<file path="config.mk">
export PLATFORM = sky130hd
export DESIGN_NAME = pipe_hazard_ctrl
export DESIGN_NICKNAME = d
export VERILOG_FILES = /design/src/rtl/pipe_ctrl_pkg.sv /design/src/rtl/hazard_detect.sv /design/src/rtl/pipe_hazard_ctrl.sv
export SDC_FILE = /design/constraint.sdc
export NUM_CORES = 1
export LEC_CHECK = 0
export CAP_MARGIN = 10
export CORE_UTILIZATION = 29
export CTS_BUF_LIST = sky130_fd_sc_hd__clkbuf_16
export DETAILED_ROUTE_END_ITERATION = 6
export GPL_TIMING_DRIVEN = 1
export PLACE_DENSITY = 0.83
export SLEW_MARGIN = 40
export SYNTH_ARGS = -nofsm -noshare
export SYNTH_HDL_FRONTEND = slang
export SYNTH_HIERARCHICAL = 1
export SYNTH_SLANG_ARGS = --single-unit
</file>
<file path="constraint.sdc">
create_clock -name clk -period 2 [get_ports clk]
set_input_delay 0.4 -clock clk [delete_from_list [all_inputs] [get_ports clk]]
set_output_delay 0.4 -clock clk [all_outputs]
set_load 0.01 [all_outputs]
</file>
<file path="src/rtl/pipe_ctrl_pkg.sv">
// Shared types and constants for the pipeline control slice: FSM states,
// stage-enable bundle, register-file defaults and the IF/ID flush NOP.
package pipe_ctrl_pkg;

    localparam int unsigned REG_ADDR_W_DEF = 6;
    localparam int unsigned ZERO_REG       = 0;
    localparam logic [31:0] NOP_INSTR      = 32'h0000_0000;

    typedef enum logic [1:0] {
        RUN      = 2'd0,
        LU_STALL = 2'd1,
        FLUSH    = 2'd2,
        MEM_WAIT = 2'd3
    } hz_state_e;

    typedef struct packed {
        logic pc_we;
        logic ifid_we;
        logic idex_we;
        logic exmem_we;
        logic ifid_flush;
        logic idex_bubble;
    } stage_ctrl_t;

    localparam stage_ctrl_t CTRL_RUN    = stage_ctrl_t'(6'b111100);
    localparam stage_ctrl_t CTRL_STALL  = stage_ctrl_t'(6'b001101);
    localparam stage_ctrl_t CTRL_FLUSH  = stage_ctrl_t'(6'b111111);
    localparam stage_ctrl_t CTRL_FROZEN = stage_ctrl_t'(6'b000000);
    localparam stage_ctrl_t CTRL_RESET  = stage_ctrl_t'(6'b000011);

endpackage

</file>
<file path="src/rtl/hazard_detect.sv">
// Combinational load-use comparator between the ID sources and the load in EX.
module hazard_detect
    import pipe_ctrl_pkg::*;
#(
    parameter int unsigned REG_ADDR_W = REG_ADDR_W_DEF
) (
    input  logic                  id_valid,
    input  logic [REG_ADDR_W-1:0] id_rs,
    input  logic [REG_ADDR_W-1:0] id_rt,
    input  logic                  id_uses_rs,
    input  logic                  id_uses_rt,
    input  logic                  ex_memrd,
    input  logic [REG_ADDR_W-1:0] ex_rd,
    output logic                  hazard_c
);

    logic rs_match;
    logic rt_match;
    logic rd_live;

    assign rs_match = id_uses_rs & (id_rs == ex_rd);
    assign rt_match = id_uses_rt & (id_rt == ex_rd);
    // Register 0 is hard-wired, so a load targeting it never creates a dependency.
    assign rd_live  = (ex_rd != REG_ADDR_W'(ZERO_REG));
    assign hazard_c = id_valid & ex_memrd & rd_live & (rs_match | rt_match);

endmodule

</file>
<file path="src/rtl/pipe_hazard_ctrl.sv">
// Hazard controller for the 5-stage core: memory wait > redirect flush > load-use stall.
// Optional performance counters are built when HAZ_PERF_CNT_EN is defined.
module pipe_hazard_ctrl
    import pipe_ctrl_pkg::*;
#(
    parameter int unsigned REG_ADDR_W     = REG_ADDR_W_DEF,
    parameter int unsigned LOAD_USE_STALL = 1,
    parameter int unsigned FLUSH_CYCLES   = 2,
    parameter int unsigned CNT_W          = 16
) (
    input  logic                  clk,
    input  logic                  rst_n,
    input  logic                  id_valid,
    input  logic [REG_ADDR_W-1:0] id_rs,
    input  logic [REG_ADDR_W-1:0] id_rt,
    input  logic                  id_uses_rs,
    input  logic                  id_uses_rt,
    input  logic                  ex_memrd,
    input  logic [REG_ADDR_W-1:0] ex_rd,
    input  logic                  redirect,
    input  logic                  dmem_busy,
    output logic                  pc_we,
    output logic                  ifid_we,
    output logic                  idex_we,
    output logic                  exmem_we,
    output logic                  ifid_flush,
    output logic                  idex_bubble,
    output logic [1:0]            state,
    output logic [CNT_W-1:0]      stall_cycles,
    output logic [CNT_W-1:0]      flush_cycles
);

    localparam logic [1:0] FLUSH_RELOAD = (FLUSH_CYCLES > 1)   ? 2'(FLUSH_CYCLES - 2)   : 2'd0;
    localparam logic [1:0] STALL_RELOAD = (LOAD_USE_STALL > 1) ? 2'(LOAD_USE_STALL - 2) : 2'd0;

    hz_state_e   state_q, state_d;
    hz_state_e   saved_q, saved_d;
    hz_state_e   eff_state;
    logic [1:0]  cnt_q, cnt_d;
    stage_ctrl_t ctrl;
    logic        hazard;
    logic        stall_row;
    logic        flush_row;

    hazard_detect #(
        .REG_ADDR_W (REG_ADDR_W)
    ) u_hazard_detect (
        .id_valid   (id_valid),
        .id_rs      (id_rs),
        .id_rt      (id_rt),
        .id_uses_rs (id_uses_rs),
        .id_uses_rt (id_uses_rt),
        .ex_memrd   (ex_memrd),
        .ex_rd      (ex_rd),
        .hazard_c   (hazard)
    );

    // FSM state, remaining-cycle count and the state held across a memory wait.
    always_ff @(posedge clk) begin
        if (!rst_n) begin
            state_q <= RUN;
            saved_q <= RUN;
            cnt_q   <= 2'd0;
        end else begin
            state_q <= state_d;
            saved_q <= saved_d;
            cnt_q   <= cnt_d;
        end
    end

    // While waiting, the saved state decides what happens once busy drops.
    assign eff_state = (state_q == MEM_WAIT) ? saved_q : state_q;

    always_comb begin
        state_d   = state_q;
        saved_d   = saved_q;
        cnt_d     = cnt_q;
        ctrl      = CTRL_RUN;
        stall_row = 1'b0;
        flush_row = 1'b0;
        if (!rst_n) begin
            ctrl    = CTRL_RESET;
            state_d = RUN;
            saved_d = RUN;
            cnt_d   = 2'd0;
        end else if (dmem_busy) begin
            ctrl    = CTRL_FROZEN;
            state_d = MEM_WAIT;
            saved_d = eff_state;
        end else if (redirect) begin
            ctrl      = CTRL_FLUSH;
            flush_row = 1'b1;
            state_d   = (FLUSH_CYCLES > 1) ? FLUSH : RUN;
            cnt_d     = FLUSH_RELOAD;
        end else begin
            case (eff_state)
                FLUSH: begin
                    ctrl      = CTRL_FLUSH;
                    flush_row = 1'b1;
                    if (cnt_q == 2'd0) begin
                        state_d = RUN;
                    end else begin
                        state_d = FLUSH;
                        cnt_d   = cnt_q - 2'd1;
                    end
                end
                LU_STALL: begin
                    ctrl      = CTRL_STALL;
                    stall_row = 1'b1;
                    if (cnt_q == 2'd0) begin
                        state_d = RUN;
                    end else begin
                        state_d = LU_STALL;
                        cnt_d   = cnt_q - 2'd1;
                    end
                end
                default: begin
                    state_d = RUN;
                    if (hazard) begin
                        ctrl      = CTRL_STALL;
                        stall_row = 1'b1;
                        state_d   = (LOAD_USE_STALL > 1) ? LU_STALL : RUN;
                        cnt_d     = STALL_RELOAD;
                    end
                end
            endcase
        end
    end

    assign pc_we       = ctrl.pc_we;
    assign ifid_we     = ctrl.ifid_we;
    assign idex_we     = ctrl.idex_we;
    assign exmem_we    = ctrl.exmem_we;
    assign ifid_flush  = ctrl.ifid_flush;
    assign idex_bubble = ctrl.idex_bubble;
    assign state       = state_q;

`ifdef HAZ_PERF_CNT_EN
    logic [CNT_W-1:0] stall_cnt_q;
    logic [CNT_W-1:0] flush_cnt_q;

    // Saturating event counters.
    always_ff @(posedge clk) begin
        if (!rst_n) begin
            stall_cnt_q <= '0;
            flush_cnt_q <= '0;
        end else begin
            if (stall_row && (stall_cnt_q != '1)) stall_cnt_q <= stall_cnt_q + CNT_W'(1);
            if (flush_row && (flush_cnt_q != '1)) flush_cnt_q <= flush_cnt_q + CNT_W'(1);
        end
    end

    assign stall_cycles = stall_cnt_q;
    assign flush_cycles = flush_cnt_q;
`else
    logic unused_rows;
    assign unused_rows  = stall_row ^ flush_row;
    assign stall_cycles = '0;
    assign flush_cycles = '0;
`endif

endmodule

</file>
==> impl_metrics.json, run 1 <==
{
  "outcome": "finished with violations",
  "failed_checks": "setup timing",
  "finalWeightedCongestion": 0.743,
  "p_switching_mw": 0.163,
  "pwr_density_cell_mw_per_mm2": 517,
  "grt.busiest_layer": "met2",
  "grt_max_degree": 11,
  "synthMuxAreaShare": 0,
  "gr-usage-met2": 0.244,
  "grt_pass1_wl_mm": 2.73,
  "synth.distinct_cells": 28,
  "critPathArrivalTime_ps": 1780,
  "hold_viol": 0,
  "ir_worst_vdd_mv": 0.708,
  "rsz0062_at_grt": "yes",
  "regToRegSetupSlack_ps": 350,
  "dp_cells": 176,
  "synth_fa_ha_area_frac": 0.0473,
  "finalInstanceArea_mm2": 0.00125,
  "critical_path.max_stage_delay_ps": 490,
  "fin_hold_ws_ps": 460,
  "crit_path_cell_trace": "clkdlybuf4s15_1, xor2_1, or4_4, a21oi_4, a21oi_2, o21a_1, buf_2",
  "start_util": 0.314,
  "slowest_stage": "or4_4",
  "ant_nets": 0,
  "fp-row-count": 18,
  "drive_gt1_frac": 0.380,
  "path_class": "in2out",
  "track_usage": 0.127,
  "cp.required_ps": 1600,
  "syn_area_um2": 793,
  "floorplan.io_pins": 66,
  "dieArea_mm2": 0.00295,
  "mostFrequentLayoutCells": "32 x conb_1, 19 x buf_4, 7 x inv_1, 7 x clkdlybuf4s50_1, 7 x buf_2",
  "yosysSeqAreaShare": 0.151,
  "synth_xor_area_frac": 0.132,
  "cts_hold_buf": 0,
  "wl_per_cell_um": 9.24,
  "instances_no_fill": 180,
  "clk_latency_ps": 230,
  "via_count": 737,
  "path_max_fanout": 3,
  "r2r-end": "cnt_q[1]",
  "antennaDiodeCount": 0,
  "cts-root-buf": "clkbuf_16",
  "slew_viol_final": 0,
  "seqPwrFrac": 0.196,
  "critPathCaptureType": "output port",
  "dr.pass1.iters": 4,
  "synth_top_family_by_area": "buffers and inverters",
  "worst_slack_ps": -178,
  "fin_util": 0.498,
  "grt_pass1_vias": 676,
  "area_delta_synth_final_pct": 58.2,
  "synthCells": 102,
  "syn_avg_cell_area_um2": 7.78,
  "dpl_cell_area_mm2": 0.00114,
  "routed_wl_mm": 1.66,
  "cts_buffers": 3,
  "hpwl_mm": 1.39,
  "p_clk_frac": 0.490,
  "numPortBuffers": 33,
  "met1_usage": 0.133,
  "leakage_nw": 0.616,
  "clk_pin_slew_ps": 30,
  "fill_cells": 256,
  "numClockSinks": 6,
  "drcViolationCount": 0,
  "min-delay-start": "cnt_q[0]",
  "synth-simple-area-share": 0.142,
  "die_h_um": 54.3,
  "fin_nets": 181,
  "switching_share": 0.252,
  "ys_warn_count": 6,
  "fin_worst_skew_ps": 2.20,
  "holdPathStages": 1,
  "max_cap_violations": 0,
  "finalCritPeriodShare": 1.09,
  "min_period_ps": 2180,
  "r2r_cells": 8,
  "clockBufferDepth": 2,
  "synth_compound_area_frac": 0.147,
  "hold_end": "cnt_q[0]",
  "core-area_mm2": 0.00252,
  "cts_tree": "built",
  "fp.dieW_um": 54.3,
  "clock.fmax_mhz": 459,
  "antenna_found_initial": 0,
  "cts_max_level": 1,
  "hold_class": "reg2reg",
  "drt_iter0_drc": 4,
  "finalSetupViolations": 3,
  "synth_seq_cells": 6,
  "grt.overflow.total": 0,
  "p_comb_frac": 0.314,
  "p_int_mw": 0.486,
  "r2r-start": "state[1]",
  "final_common_cell": "conb_1",
  "gr-usage-met3": 0.0361,
  "via_per_inst": 4.09,
  "startpoint_type": "input port"
}
stage by stage:
step	total power [mW]	setup WS, ps	TNS [ps]
final	0.649	-178	-528
after global routing	0.688	-232	-687
after CTS	0.649	-312	-829
after detailed placement	0.323	-996	-3860
after global placement	0.321	-1000	-3760
after floorplan	0.262	-73.5	-73.5
critical path: cells and delay by family:
family                 cells  cell delay (ps)
AND/OR/NAND/NOR            1              490
AO/OA/AOI/OAI              3              440
buffers and inverters      2              310
XOR/XNOR                   1              140
registers in the layout, summed over array words and instances, names as in the netlist:
| register | flops |
|---|---|
| saved_q | 2 |
| state | 2 |
| cnt_q | 2 |
kinds of logic (layout without fill, tap and decap cells):
logic type	Yosys count	after routing
DFF	6	6
buffers and inverters	43	60
AOI/OAI and AO/OA	18	18
xor gates and xnor gates	12	12
adders and majority gates	3	3
and+or+nand+nor	19	19
other	1	32
Yosys cell counts (all sizes together):
| cell | number | share of area |
|---|---|---|
| nand4 | 2 | 0.016 |
| inv | 7 | 0.033 |
| ha | 3 | 0.047 |
| o211ai | 3 | 0.028 |
| a31oi | 1 | 0.0079 |
| nand3 | 1 | 0.0063 |
| a211o | 1 | 0.011 |
| o21a | 1 | 0.0095 |
| a21boi | 2 | 0.019 |
| nand3b | 1 | 0.0095 |
| nor3b | 1 | 0.0095 |
| o21ai | 5 | 0.032 |
| a21oi | 3 | 0.019 |
| o311ai | 1 | 0.011 |
| or4 | 3 | 0.028 |
| nand2 | 3 | 0.014 |
| xor2 | 6 | 0.066 |
| xnor2 | 6 | 0.066 |
| nor2 | 4 | 0.019 |
| a211oi | 1 | 0.0095 |
| buf | 36 | 0.34 |
| dfxtp | 6 | 0.15 |
| conb | 1 | 0.0047 |
| nor4 | 1 | 0.016 |
| nor2b | 3 | 0.024 |
per-layer routing:
layer,vias up,share of wire
met5,-,0
met4,0,0.0060
met3,2,0.079
met2,41,0.54
met1,319,0.37
li1,375,-
worst max path at each step:
stage	start	endpoint	slack [ps]	cells past startpoint
finish	id_rt[5]	pc_we	-180	7
global route	ex_rd[3]	pc_we	-230	7
CTS	id_rs[4]	pc_we	-310	8
detailed placement	ex_rd[1]	idex_bubble	-1000	8
global placement	ex_rd[1]	idex_bubble	-1000	8
floorplan	ex_rd[4]	pc_we	-70	6
final cells by class:
type,count,area [um2],area share
clock buffers,3,75.1,0.0598
flip-flops and latches,6,120,0.0957
multi-input cells,84,602,0.480
well taps,30,37.5,0.0299
repair buffers,50,394,0.314
inverters,7,26.3,0.0209
power by group through the flow:
stage | Combinational (mW) | Clock (mW) | Sequential [mW]
finish | 0.204 | 0.318 | 0.127
global placement | 0.193 | 0 | 0.128
global route | 0.225 | 0.335 | 0.128
detailed placement | 0.195 | 0 | 0.128
CTS | 0.197 | 0.325 | 0.127
floorplan | 0.132 | 0 | 0.130
timing repair:
| item | 4_1_cts | 5_1_grt |
|---|---|---|
| setup endpoints to repair | 8 | 4 |
| pin swaps | 17 | 15 |
| setup buffers | 1 | 0 |
| gates resized for setup | 93 | 19 |
Power figures use the tool's default switching activity.
==> run 2, diff against run 1 <==
==> constraint.sdc (replaced) <==
create_clock -name clk -period 2 [get_ports clk]
set_input_delay 0.3 -clock clk [delete_from_list [all_inputs] [get_ports clk]]
set_output_delay 0.3 -clock clk [all_outputs]
set_load 0.01 [all_outputs]
==> impl_metrics.json, run 2 (same netlist as run 1, synthesis figures left out) <==
{
  "holdPathStages": 1,
  "mostFrequentLayoutCells": "32 x conb_1, 11 x buf_4, 9 x clkdlybuf4s50_1, 8 x buf_2, 7 x inv_1",
  "failed_checks": "setup timing",
  "startpoint_type": "input port",
  "slew_viol_final": 0,
  "cts-root-buf": "clkbuf_16",
  "fp-row-count": 18,
  "dieArea_mm2": 0.00295,
  "r2r_cells": 8,
  "cp.required_ps": 1700,
  "r2r-end": "cnt_q[1]",
  "drcViolationCount": 0,
  "fin_util": 0.479,
  "clk_latency_ps": 230,
  "cts_buffers": 3,
  "rsz0062_at_grt": "yes",
  "fp.dieW_um": 54.3,
  "hold_end": "cnt_q[0]",
  "clock.fmax_mhz": 495,
  "grt_pass1_vias": 674,
  "fin_nets": 175,
  "min-delay-start": "cnt_q[0]",
  "critPathCaptureType": "output port",
  "dr.pass1.iters": 3,
  "start_util": 0.314,
  "min_period_ps": 2020,
  "r2r-start": "state[1]",
  "finalSetupViolations": 2,
  "via_count": 731,
  "numPortBuffers": 33,
  "track_usage": 0.146,
  "drt_iter0_drc": 1,
  "grt_max_degree": 11,
  "outcome": "finished with violations",
  "pwr_density_cell_mw_per_mm2": 541,
  "cts_tree": "built",
  "crit_path_cell_trace": "clkdlybuf4s15_1, xor2_1, or4_4, a21oi_4, a21oi_2, o21a_1, buf_2",
  "finalWeightedCongestion": 0.774,
  "ir_worst_vdd_mv": 0.351,
  "via_per_inst": 4.20,
  "routed_wl_mm": 1.92,
  "hold_viol": 0,
  "dp_cells": 170,
  "grt.overflow.total": 0,
  "cts_max_level": 1,
  "grt_pass1_wl_mm": 2.99,
  "clockBufferDepth": 2,
  "critPathArrivalTime_ps": 1720,
  "instances_no_fill": 174,
  "hold_class": "reg2reg",
  "final_common_cell": "conb_1",
  "floorplan.io_pins": 66,
  "core-area_mm2": 0.00252,
  "regToRegSetupSlack_ps": 310,
  "path_class": "in2out",
  "leakage_nw": 0.576,
  "path_delay_family": "simple AND/OR/NAND/NOR gates",
  "cts_hold_buf": 0,
  "die_h_um": 54.3,
  "max_cap_violations": 0,
  "ant_nets": 0,
  "hpwl_mm": 1.44,
  "path_max_fanout": 3,
  "area_delta_synth_final_pct": 52.4,
  "wl_per_cell_um": 11.1,
  "antenna_found_initial": 0,
  "clk_pin_slew_ps": 30,
  "fin_worst_skew_ps": 1.09,
  "slowest_stage": "or4_4",
  "drive_gt1_frac": 0.361,
  "finalCritPeriodShare": 1.01,
  "numClockSinks": 6,
  "worst_slack_ps": -21.0,
  "antennaDiodeCount": 0,
  "cp.buffers_inverters": 2,
  "critical_path.max_stage_delay_ps": 530
}
## run 2: worst register-to-register path: stages, from the launching register on
cell and delay [ps]:
dfxtp_1 320, inv_1 70, o21ai_2 140, inv_1 60, ha_2 370, buf_4 130, nor2_1 40, a211o_1 300
o211ai_1 180
## run 2: area by class of cell
type	instances	area (um2)
Clock buffer	3	75.1
Fill cell	252	1310
Inverter	7	26.3
Multi-Input combinational cell	84	591
Sequential cell	6	121
Tap cell	30	37.5
Timing Repair Buffer	44	358
## run 2: stage by stage
step / total power [mW] / setup TNS, ps / hold slack (ps) / setup slack [ps] / cell area (um2)
after floorplan: 0.261 / 0 / 437 / 102 / 910
after global placement: 0.312 / -2970 / 451 / -885 / 1080
after detailed placement: 0.313 / -2980 / 463 / -846 / 1080
after CTS: 0.646 / -200 / 467 / -90.0 / 1190
after global routing: 0.686 / -142 / 495 / -62.9 / 1210
final: 0.654 / -40.4 / 466 / -21.0 / 1210
## run 2: power by group
group          leakage, nW  internal, mW  total (mW)  switching, mW
Clock               0.0370         0.257       0.330         0.0729
Combinational        0.489        0.0984       0.196         0.0978
Sequential          0.0494         0.125       0.128        0.00311
Total                0.576         0.480       0.654          0.174
## run 2: how the worst max path moves through the flow
stage,depth (start not counted),slack (ps),endpoint,start
5_1_grt,8,-60,pc_we,ex_rd[3]
4_1_cts,8,-90,pc_we,id_rt[3]
6_report,7,-20,pc_we,id_rs[1]
3_3_place_gp,8,-880,idex_bubble,ex_rd[1]
3_5_place_dp,8,-850,idex_bubble,ex_rd[1]
2_1_floorplan,6,100,pc_we,ex_rd[4]
## run 2: timing repair
item / CTS / global route
endpoints found under the setup margin: 5 / 6
setup buffers: 1 / 0
gates resized for setup: 92 / 21
pin swaps: 13 / 11
## run 2: layer usage
metal	GRT usage	part of all wire	vias to the layer above
li1	-	-	359
met1	0.156	0.36	329
met2	0.272	0.55	40
met3	0.0389	0.072	3
met4	0.0513	0.014	0
met5	0	0	-
==> run 3, diff against run 2 <==
- CAP_MARGIN: 10 -> not set
- GPL_ROUTABILITY_DRIVEN: not set -> 0
==> results of run 3 <==
Same layout as run 2: the final DEF is identical, and so are final timing and power.
